### src/rtl/button_event_queue_pkg.sv
// Shared constants and the event-entry type for the button event queue.
package button_pkg;
   localparam int BTN_CODE_W          = 2;
   localparam int DEF_DEBOUNCE_CYCLES = 50000;
   localparam int DEF_FIFO_DEPTH      = 4;

   typedef struct packed {
      logic                  is_release;
      logic [BTN_CODE_W-1:0] code;
   } ev_entry_t;
endpackage

### src/rtl/button_event_queue_if.sv
// Event handshake toward the lock: one head event at a time, valid/ready.
interface button_event_queue_if #(
   parameter int N_BTN = 4
);
   logic                              ev_valid;
   logic                              ev_ready;
   logic [button_pkg::BTN_CODE_W-1:0] ev_code;
   logic [N_BTN-1:0]                  ev_onehot;
   logic                              ev_release;

   modport master (output ev_valid, ev_code, ev_onehot, ev_release, input ev_ready);
   modport slave  (input ev_valid, ev_code, ev_onehot, ev_release, output ev_ready);
endinterface

### src/rtl/button_event_queue_debounce_channel.sv
// One button: 2-flop synchroniser, stability counter and debounced level.
module debounce_channel #(
   parameter int DEBOUNCE_CYCLES = 50000,
   parameter int CNT_W           = 16
) (
   input  logic clk,
   input  logic rst_n,
   input  logic btn_raw,
   output logic level,
   output logic chg
);
   logic             sync1;
   logic             s;
   logic [CNT_W-1:0] cnt;

   // chg fires on the edge where level toggles; level still holds the old value then.
   assign chg = (s != level) && (cnt == CNT_W'(DEBOUNCE_CYCLES - 1));

   always_ff @(posedge clk or negedge rst_n) begin
      if (!rst_n) begin
         sync1 <= 1'b0;
         s     <= 1'b0;
         cnt   <= '0;
         level <= 1'b0;
      end else begin
         sync1 <= btn_raw;
         s     <= sync1;
         if (s == level) begin
            cnt <= '0;
         end else if (chg) begin
            level <= ~level;
            cnt   <= '0;
         end else begin
            cnt <= cnt + CNT_W'(1);
         end
      end
   end
endmodule

### src/rtl/button_event_queue.sv
// Debounced button events queued in a small FIFO with valid/ready output.
// Define BTN_RELEASE_EVENT_EN to also queue release events.
module button_event_queue import button_pkg::*; #(
   parameter int N_BTN           = 4,
   parameter int DEBOUNCE_CYCLES = DEF_DEBOUNCE_CYCLES,
   parameter int CNT_W           = 16,
   parameter int FIFO_DEPTH      = DEF_FIFO_DEPTH
) (
   input  logic                          clk,
   input  logic                          rst_n,
   input  logic [N_BTN-1:0]              btn_raw,
   input  logic                          clr_ovf,
   button_event_queue_if.master          ev,
   output logic                          overflow,
   output logic [$clog2(FIFO_DEPTH):0]   fifo_count
);
   localparam int PTR_W = $clog2(FIFO_DEPTH);

   logic [N_BTN-1:0]      level;
   logic [N_BTN-1:0]      chg;
   logic [N_BTN-1:0]      press;
   logic [N_BTN-1:0]      pend;
   logic [N_BTN-1:0]      grant;
   logic                  push;
   logic                  pop;
   logic                  full;
   logic                  empty;
   logic                  drop;
   logic [BTN_CODE_W-1:0] push_code;
   logic [BTN_CODE_W-1:0] head_code;
   logic                  head_rel;
   logic [PTR_W-1:0]      wr_ptr;
   logic [PTR_W-1:0]      rd_ptr;

   for (genvar i = 0; i < N_BTN; i++) begin : g_ch
      debounce_channel #(
         .DEBOUNCE_CYCLES (DEBOUNCE_CYCLES),
         .CNT_W           (CNT_W)
      ) u_ch (
         .clk     (clk),
         .rst_n   (rst_n),
         .btn_raw (btn_raw[i]),
         .level   (level[i]),
         .chg     (chg[i])
      );
   end

   assign press = chg & ~level;
   assign full  = (fifo_count == ($clog2(FIFO_DEPTH)+1)'(FIFO_DEPTH));
   assign empty = (fifo_count == '0);
   assign pop   = ~empty & ev.ev_ready;

`ifdef BTN_RELEASE_EVENT_EN
   logic [N_BTN-1:0] fall;
   logic [N_BTN-1:0] pend_rel;
   logic [N_BTN-1:0] grant_rel;
   logic             push_rel;
   ev_entry_t        mem [FIFO_DEPTH];
   ev_entry_t        head;

   assign fall     = chg & level;
   assign drop     = |(press & pend) | |(fall & pend_rel);
   assign head     = mem[rd_ptr];
   assign head_code = head.code;
   assign head_rel  = head.is_release;
`else
   logic [BTN_CODE_W-1:0] mem [FIFO_DEPTH];

   assign drop      = |(press & pend);
   assign head_code = mem[rd_ptr];
   assign head_rel  = 1'b0;
`endif

   // Lowest index wins: the descending scan leaves the lowest pending bit granted.
   always_comb begin
      push      = 1'b0;
      grant     = '0;
      push_code = '0;
`ifdef BTN_RELEASE_EVENT_EN
      grant_rel = '0;
      push_rel  = 1'b0;
`endif
      if (!full) begin
         for (int i = N_BTN - 1; i >= 0; i--) begin
            if (pend[i]) begin
               grant     = '0;
               grant[i]  = 1'b1;
               push      = 1'b1;
               push_code = BTN_CODE_W'(i);
            end
         end
`ifdef BTN_RELEASE_EVENT_EN
         if (!push) begin
            for (int i = N_BTN - 1; i >= 0; i--) begin
               if (pend_rel[i]) begin
                  grant_rel    = '0;
                  grant_rel[i] = 1'b1;
                  push_rel     = 1'b1;
                  push_code    = BTN_CODE_W'(i);
               end
            end
            push = push_rel;
         end
`endif
      end
   end

   always_ff @(posedge clk or negedge rst_n) begin
      if (!rst_n) begin
         pend       <= '0;
         wr_ptr     <= '0;
         rd_ptr     <= '0;
         fifo_count <= '0;
         overflow   <= 1'b0;
`ifdef BTN_RELEASE_EVENT_EN
         pend_rel   <= '0;
`endif
      end else begin
         pend <= (pend & ~grant) | (press & ~pend);
`ifdef BTN_RELEASE_EVENT_EN
         pend_rel <= (pend_rel & ~grant_rel) | (fall & ~pend_rel);
`endif
         if (push) wr_ptr <= wr_ptr + PTR_W'(1);
         if (pop)  rd_ptr <= rd_ptr + PTR_W'(1);
         case ({push, pop})
            2'b10:   fifo_count <= fifo_count + 1'b1;
            2'b01:   fifo_count <= fifo_count - 1'b1;
            default: fifo_count <= fifo_count;
         endcase
         if (drop)         overflow <= 1'b1;
         else if (clr_ovf) overflow <= 1'b0;
      end
   end

   // Storage is not reset; empty pointers keep the stale contents invisible.
   always_ff @(posedge clk) begin
      if (push) begin
`ifdef BTN_RELEASE_EVENT_EN
         mem[wr_ptr] <= '{is_release: push_rel, code: push_code};
`else
         mem[wr_ptr] <= push_code;
`endif
      end
   end

   assign ev.ev_valid   = ~empty;
   assign ev.ev_code    = head_code;
   assign ev.ev_release = head_rel;
   assign ev.ev_onehot  = (pop && !head_rel) ? (N_BTN'(1) << head_code) : '0;
endmodule

### src/flat_wrapper.sv
// flat-port wrapper written by rule: the top's interface ports become plain ports
module button_event_queue_flat import button_pkg::*;
#(
   parameter int N_BTN           = 4,
   parameter int DEBOUNCE_CYCLES = DEF_DEBOUNCE_CYCLES,
   parameter int CNT_W           = 16,
   parameter int FIFO_DEPTH      = DEF_FIFO_DEPTH
)
  (clk, rst_n, btn_raw, clr_ovf, overflow, fifo_count, ev_ev_valid, ev_ev_code, ev_ev_onehot, ev_ev_release, ev_ev_ready);
  button_event_queue_if #(.N_BTN(N_BTN)) ev_i ();
  input  logic clk;
  input  logic rst_n;
  input  logic [N_BTN-1:0] btn_raw;
  input  logic clr_ovf;
  output logic overflow;
  output logic [$clog2(FIFO_DEPTH):0] fifo_count;
  output wire logic [$bits(ev_i.ev_valid)-1:0] ev_ev_valid;
  output wire logic [$bits(ev_i.ev_code)-1:0] ev_ev_code;
  output wire logic [$bits(ev_i.ev_onehot)-1:0] ev_ev_onehot;
  output wire logic [$bits(ev_i.ev_release)-1:0] ev_ev_release;
  input wire logic [$bits(ev_i.ev_ready)-1:0] ev_ev_ready;
  assign ev_ev_valid = ev_i.ev_valid;
  assign ev_ev_code = ev_i.ev_code;
  assign ev_ev_onehot = ev_i.ev_onehot;
  assign ev_ev_release = ev_i.ev_release;
  assign ev_i.ev_ready = ev_ev_ready;
  button_event_queue #(.N_BTN(N_BTN), .DEBOUNCE_CYCLES(DEBOUNCE_CYCLES), .CNT_W(CNT_W), .FIFO_DEPTH(FIFO_DEPTH)) u_core (.clk(clk), .rst_n(rst_n), .btn_raw(btn_raw), .clr_ovf(clr_ovf), .ev(ev_i), .overflow(overflow), .fifo_count(fifo_count));
endmodule
### config.mk
export PLATFORM = sky130hd
export DESIGN_NAME = button_event_queue_flat
export DESIGN_NICKNAME = d
export VERILOG_FILES = /design/src/rtl/button_event_queue_pkg.sv /design/src/rtl/button_event_queue_if.sv /design/src/rtl/button_event_queue_debounce_channel.sv /design/src/rtl/button_event_queue.sv /design/src/flat_wrapper.sv
export SDC_FILE = /design/constraint.sdc
export NUM_CORES = 1
export LEC_CHECK = 0
export BUFFER_PORTS_ARGS = -buffer_cell sky130_fd_sc_hd__buf_2
export CAP_MARGIN = 20
export CORE_ASPECT_RATIO = 1.75
export CORE_MARGIN = 2
export CORE_UTILIZATION = 62
export CTS_CLUSTER_SIZE = 20
export DETAILED_ROUTE_END_ITERATION = 6
export GPL_TIMING_DRIVEN = 0
export HOLD_SLACK_MARGIN = 0.08
export PLACE_DENSITY = 0.9
export SLEW_MARGIN = 20
export SYNTH_ARGS = -nofsm -noshare
export SYNTH_HDL_FRONTEND = slang
export SYNTH_SLANG_ARGS = --single-unit
export TNS_END_PERCENT = 20
### constraint.sdc
create_clock -name clk -period 3.7 [get_ports clk]
set_input_delay 0.185 -clock clk [delete_from_list [all_inputs] [get_ports clk]]
set_output_delay 0.185 -clock clk [all_outputs]
set_load 0.02 [all_outputs]
==> results of run 1 <==
worst register-to-register path: stages (launching register included):
cell	delay, ns
dfrtp_1	0.43
nor3b_1	0.50
a21oi_1	0.25
inv_1	0.11
ha_1	0.19
inv_1	0.07
fa_1	0.38
xor2_1	0.15
nor2_1	0.12
xor2_1	0.15
stage by stage:
stage / std cells / total power [W] / utilization (%)
floorplan: 430 / 0.00132 / -
global placement: 534 / 0.00139 / 66.0
detailed placement: 535 / 0.00141 / 66.3
CTS: 556 / 0.00237 / 71.4
global route: 556 / 0.00245 / 71.4
finish: 556 / 0.00236 / 71.4
per-layer routing:
metal | GRT usage [%] | routed length [um] | vias to the layer above
met5 | 0 | 0 | -
met4 | 10.1 | 184 | 0
met3 | 5.26 | 236 | 17
met2 | 44.0 | 4910 | 68
met1 | 27.4 | 3360 | 1657
li1 | - | - | 1576
registers in the layout, summed over array words and instances (netlist names):
signal                  count
u_core.pend                 4
u_core.g_ch.u_ch.s          4
u_core.overflow             1
u_core.g_ch.u_ch.level      4
u_core.g_ch.u_ch.sync1      4
u_core.fifo_count           3
u_core.mem                  8
u_core.g_ch.u_ch.cnt       64
u_core.rd_ptr               2
u_core.wr_ptr               2
worst paths after layout:
check,endpoint,startpoint,slack (ns)
max,u_core.fifo_count[2],u_core.fifo_count[0],1.30
min,u_core.overflow,clr_ovf,0.28
max reg2reg,u_core.fifo_count[2],u_core.fifo_count[0],1.30
min reg2reg,u_core.g_ch[0].u_ch.s,u_core.g_ch[0].u_ch.sync1,0.35
max in group asynchronous,u_core.g_ch[3].u_ch.cnt[4],rst_n,2.67
min in group asynchronous,u_core.g_ch[1].u_ch.cnt[4],rst_n,0.40
area by class of cell:
cell class              count  area, um^2  area share [%]
plain buffers               7        30.0           0.590
clock buffers               9         225            4.42
clock inverters             7        85.1            1.67
inverters                  16        60.1            1.18
multi-input cells         311        1980            38.8
flip-flops and latches     96        2440            48.0
well taps                  86         108            2.11
repair buffers             24         163            3.20
placed cells by master, fill, tap and decap left out, types with 15 or more instances in the layout:
cell     count
xnor2_1     28
inv_1       16
and3_1      15
o21ai_0     15
xor2_1      27
nand3_1     23
nor2_1      57
buf_2       17
nand4_1     15
dfrtp_1     88
nand2_1     32
kinds of logic after synthesis:
family / after synthesis
compound gates: 37
xor+xnor: 55
fa+ha+maj: 10
buf+inv: 23
flops: 96
mux: 3
other cells: 1
simple gates: 205
report_power, final:
group          internal, W  total [W]  switching [W]
logic            0.0000975   0.000235       0.000137
registers          0.00111    0.00116      0.0000505
clock network     0.000586   0.000967       0.000381
total              0.00179    0.00236       0.000569
==> out/summary.txt, run 1 <==
================================================================================
Grt total ovfl                                                                 0
Fin worst setup slack                                                    1.30 ns
Most frequent cells after synthesis                                 dfrtp_1 (88), nor2_1 (57), nand2_1 (32)
Chip width                                                               68.5 um
Die area                                                               8000 um^2
Dominant combinational cell family by area after synthesis          simple AND/OR/NAND/NOR gates
Smallest hold slack                                                     0.277 ns
Number of flip-flops and latches in the synthesized netlist                   96
Total of cells resized after clock tree synthesis                              0
Startpoint-to-endpoint class of the critical path                   register to register
Starting utilization of the core area                                      63.2%
Clock tree from TritonCTS                                                   done
H-tree depth reported by CTS                                                   3
Area of the placeable core                                             7130 um^2
Net count after synthesis                                                    448
Setup TNS                                                                   0 ns
Clock slew at reported path FFs                                          0.06 ns
Achievable clock frequency                                               416 MHz
Number of CTS-inserted buffers                                                 9
Share of synthesized area occupied by flip-flops and latches               54.2%
Pwr Density                                                          463 nW/um^2
Number of cells on the critical path                                           9
Run status                                                          finished clean
Overall fraction of global-route tracks in use                             24.6%
Sink Count                                                                    96
Post-synthesis adder-cell area fraction                                    2.94%
CTS Root Cell                                                          clkbuf_16
WP data arrival                                                          2.67 ns
Area growth from synthesis to final layout                                 12.9%
WL per Instance                                                          15.6 um
Yosys warns                                                                    0
Fraction of registers with async set/reset                                 91.7%
Crit path cell chain                                                nor3b_1 -> a21oi_1 -> inv_1 -> ha_1 -> inv_1 -> fa_1 -> xor2_1 -> nor2_1 -> xor2_1
Antenna Nets Post-Route                                                        0
Count of maximum capacitance violations                                        0
Share of post-route cells with drive strength above 1                      8.51%
Total non-filler cell area in the finished layout                      5090 um^2
Via-per-instance ratio                                                      5.97
Post-synth top flop                                                      dfrtp_1
Placement-stage cell area                                              4730 um^2
Leakage power of the design                                              2.15 nW
Slew at the pin closest to its max-slew limit                           0.630 ns
Unrepaired setup endpoints after global routing                            false
Drc violations                                                                 0
Crit path required time                                                  3.97 ns
Share of the synthesized netlist area taken by xor and xnor gates          10.7%
Number of iterations in the first detailed-routing pass                        4
Worst-path maximum fanout                                                      8
Count of input and output buffers                                             18
Fin. Hold Viols                                                                0
Pins Over Slew Limit                                                           0
Share of Yosys cell area claimed by the top area cell type                 48.8%
Global-route wire length before repair                                   14.8 mm
Relative slew slack                                                        58.0%
Synth top area cells                                                dfrtp_1 (49%), xnor2_1 (5.4%), edfxtp_1 (5.3%)
Setup crit start kind                                                   register
Maximum VDD drop                                                          506 uV
Cell with the most instances after synthesis                             dfrtp_1
Dominant delay contributor by cell family on the critical path      simple AND/OR/NAND/NOR gates
Via count of the first global-routing pass                                  3343
Worst skew pair latency                                                  0.34 ns
CP peak stage delay                                                      0.50 ns
Largest net degree at the start of global routing                             51
Tightest Hold Check Type                                            primary input to register
Fin nets                                                                     483
Number of DRC violations after detailed-routing iteration 0                  191
Worst slack at placement                                                 1.32 ns
Die H                                                                     117 um
Yosys top cell by area                                                   dfrtp_1
Simple-gate share of the synthesized area                                  24.3%
Worst Reg-to-Reg Cells                                                         9
Area fraction in compound gates after synthesis                            4.66%
Maximum buffer depth of the clock tree                                         2
Buffers and inverters on the worst path                                        2
Placer Congestion                                                          0.901
HPWL after detailed placement                                            5.93 mm
Fraction of synthesized area in multiplexers                               1.22%
EDFF count, synth                                                              8
Count of fill cells added during filler insertion                            494
Number of hold buffers added after CTS                                         5
Post-Syn Area per Cell                                                 10.5 um^2
CP Capture Type                                                         register
Hold depth                                                                     3
I/O pin count                                                                 20
Row cnt                                                                       41
Final setup vio count                                                          0
Instance count of the mapped netlist                                         430
Post-CTS setup buffers                                                         0
Post-route clock period utilization                                        65.0%
Antenna violations before repair                                               0
Final setup skew                                                      0.00689 ns
Final wirelength                                                         8.69 mm
Time the worst path needs with I/O delays and setup                      2.40 ns
Number of different library cells in the post-synthesis netlist               38
Vias post-DR                                                                3318
Mapped cell area                                                       4510 um^2
Antenna diode count                                                            0
Highest-delay cell along the critical path                               nor3b_1
================================================================================
(Power assumes the default switching activity.)
==> run 2: changes to the inputs <==
CORE_UTILIZATION = 61   (was 62)
PLACE_DENSITY = 0.89   (was 0.9)
clock period = 2.5 ns   (was 3.7 ns; I/O delays follow)
==> run 2 against run 1 <==
First-iteration DRC count up 34%. Worst hold slack worse by 0.059 ns. Largest cell class unchanged. Critical endpoint is now u_core.g_ch[3].u_ch.cnt[4]. Cell count unchanged. Count of clock-buffer cells in the layout unchanged. Highest routed layer unchanged.
==> out/summary.txt, run 2 (synthesized netlist as in run 1, its figures left out) <==
==========================================================================
CTS Root Cell                                                    clkbuf_16
Via-per-instance ratio                                                5.97
Sink Count                                                              96
Worst-path maximum fanout                                               10
Number of iterations in the first detailed-routing pass                  4
Antenna Nets Post-Route                                                  0
Commonest non-fill, non-tap cell in the layout                     dfrtp_1
Die area                                                         8120 um^2
Multi-input gate area in the final layout                        1980 um^2
Pwr Density                                                    675 nW/um^2
Regs by FF count                                              u_core.g_ch.u_ch.cnt x64, u_core.mem x8
Final setup skew                                                0.00968 ns
Post-CTS setup buffers                                                   0
Highest-delay cell along the critical path                         dfrtp_1
Leakage power of the design                                        2.15 nW
Slew at the pin closest to its max-slew limit                     0.631 ns
Maximum buffer depth of the clock tree                                   2
H-tree depth reported by CTS                                             3
Unrepaired setup endpoints after global routing                      false
Global-route wire length before repair                             15.0 mm
Count of maximum capacitance violations                                  0
Grt total ovfl                                                           0
Tightest Hold Check Type                                      primary input to register
Chip width                                                         69.0 um
CP peak stage delay                                                0.41 ns
Via count of the first global-routing pass                            3396
Finished Core Util                                                   70.9%
WP data arrival                                                    2.47 ns
I/O pin count                                                           20
Total area of sequential cells                                   2440 um^2
Setup TNS                                                             0 ns
Relative slew slack                                                  57.9%
Number of DRC violations after detailed-routing iteration 0            255
Clock tree from TritonCTS                                             done
R2r setup slk                                                      0.24 ns
Final wirelength                                                   8.72 mm
Share of post-route cells with drive strength above 1                8.94%
Area growth from synthesis to final layout                           12.9%
Achievable clock frequency                                         442 MHz
Pins Over Slew Limit                                                     0
Count of input and output buffers                                       18
Placer Congestion                                                    0.893
Antenna violations before repair                                         0
Vias post-DR                                                          3318
Max reg flops                                                           64
Die H                                                               118 um
Overall fraction of global-route tracks in use                       24.3%
Drc violations                                                           0
Area of the placeable core                                       7180 um^2
WL per Instance                                                    15.7 um
HPWL after detailed placement                                      6.15 mm
Most frequent cell on the critical path                           clkbuf_1
Most used cells in the layout excluding fill and tap cells    dfrtp_1 (88), nor2_1 (57), nand2_1 (32), xnor2_1 (28), xor2_1 (27)
Crit path required time                                            2.71 ns
Fin nets                                                               483
Row cnt                                                                 41
Fin. Hold Viols                                                          0
Most flops, register                                          u_core.g_ch.u_ch.cnt
Maximum VDD drop                                                    430 uV
Time the worst path needs with I/O delays and setup                2.26 ns
Largest net degree at the start of global routing                       51
Worst skew pair latency                                            0.35 ns
Crit path cell chain                                          ha_1 -> and3_1 -> clkbuf_1 -> nand4_1 -> nand2_1 -> clkbuf_1 -> nor2_1
Number of CTS-inserted buffers                                           9
Post-route clock period utilization                                  90.5%
Antenna diode count                                                      0
Starting utilization of the core area                                62.8%
Setup crit start kind                                             register
Clock slew at reported path FFs                                    0.07 ns
Startpoint-to-endpoint class of the critical path             register to register
Run status                                                    finished clean
Final setup vio count                                                    0
CP Capture Type                                                   register
Count of fill cells added during filler insertion                      494
==========================================================================
## run 2: changes by cell type in the layout (fill, tap and decap cells not counted), sizes merged
cell	previous run	this run
bufinv	2	1
clkinv	4	6
inv	17	16
## run 2: report_power, final
| group | total [W] | switching (W) | internal, W |
|---|---|---|---|
| combinational | 0.000358 | 0.000209 | 0.000149 |
| sequential | 0.00172 | 0.0000796 | 0.00164 |
| clock | 0.00136 | 0.000589 | 0.000775 |
| total | 0.00344 | 0.000877 | 0.00256 |
## run 2: per-stage QoR
stage / cell area [um^2] / setup slack [ns] / hold slack [ns] / total power, W / cells
after detailed placement: 4740 / 0.0295 / 0.127 / 0.00209 / 535
after CTS: 5080 / 0.00770 / 0.216 / 0.00345 / 556
final: 5090 / 0.237 / 0.218 / 0.00344 / 556
after floorplan: 4510 / 0.290 / -0.171 / 0.00196 / 430
after global placement: 4710 / 0.0970 / 0.235 / 0.00207 / 534
after global routing: 5090 / 0.0319 / 0.233 / 0.00359 / 556
## run 2: layer usage
metal,GRT usage (%),vias up,wire [um]
li1,-,1577,-
met2,42.2,74,4800
met3,4.11,30,243
met4,9.93,0,225
met5,0,-,0
met1,28.5,1637,3450
## run 2: worst max-delay path: cells and delay by family, from the launching register on
| family | cells | cell delay, ns |
|---|---|---|
| fa+ha+maj | 1 | 0.21 |
| buf+inv | 2 | 0.67 |
| flops | 1 | 0.41 |
| simple gates | 4 | 0.84 |
## run 2: repair_timing
action | in CTS | in global routing
resized for setup | 0 | 1
hold buffers | 5 | 0
endpoints found under the hold margin | 42 | 0
endpoints found under the setup margin | 0 | 1
## run 2: worst paths after layout
kind,end,depth (start not counted),start
setup / recovery,u_core.g_ch[3].u_ch.cnt[4],7,u_core.g_ch[3].u_ch.cnt[0]
min in group asynchronous,u_core.fifo_count[0],2,rst_n
setup reg to reg,u_core.g_ch[3].u_ch.cnt[4],7,u_core.g_ch[3].u_ch.cnt[0]
hold reg to reg,u_core.g_ch[1].u_ch.s,0,u_core.g_ch[1].u_ch.sync1
hold / removal,u_core.overflow,3,clr_ovf
max in group asynchronous,u_core.g_ch[3].u_ch.cnt[11],3,rst_n
## run 2: cell type report
cell class	count	area share, %
clock buffer	9	4.42
sequential	96	48.0
timing repair buffer	24	3.34
multi-input combinational	311	38.9
buffer	7	0.590
inverter	16	1.18
clock inverter	7	1.43
tap	86	2.11
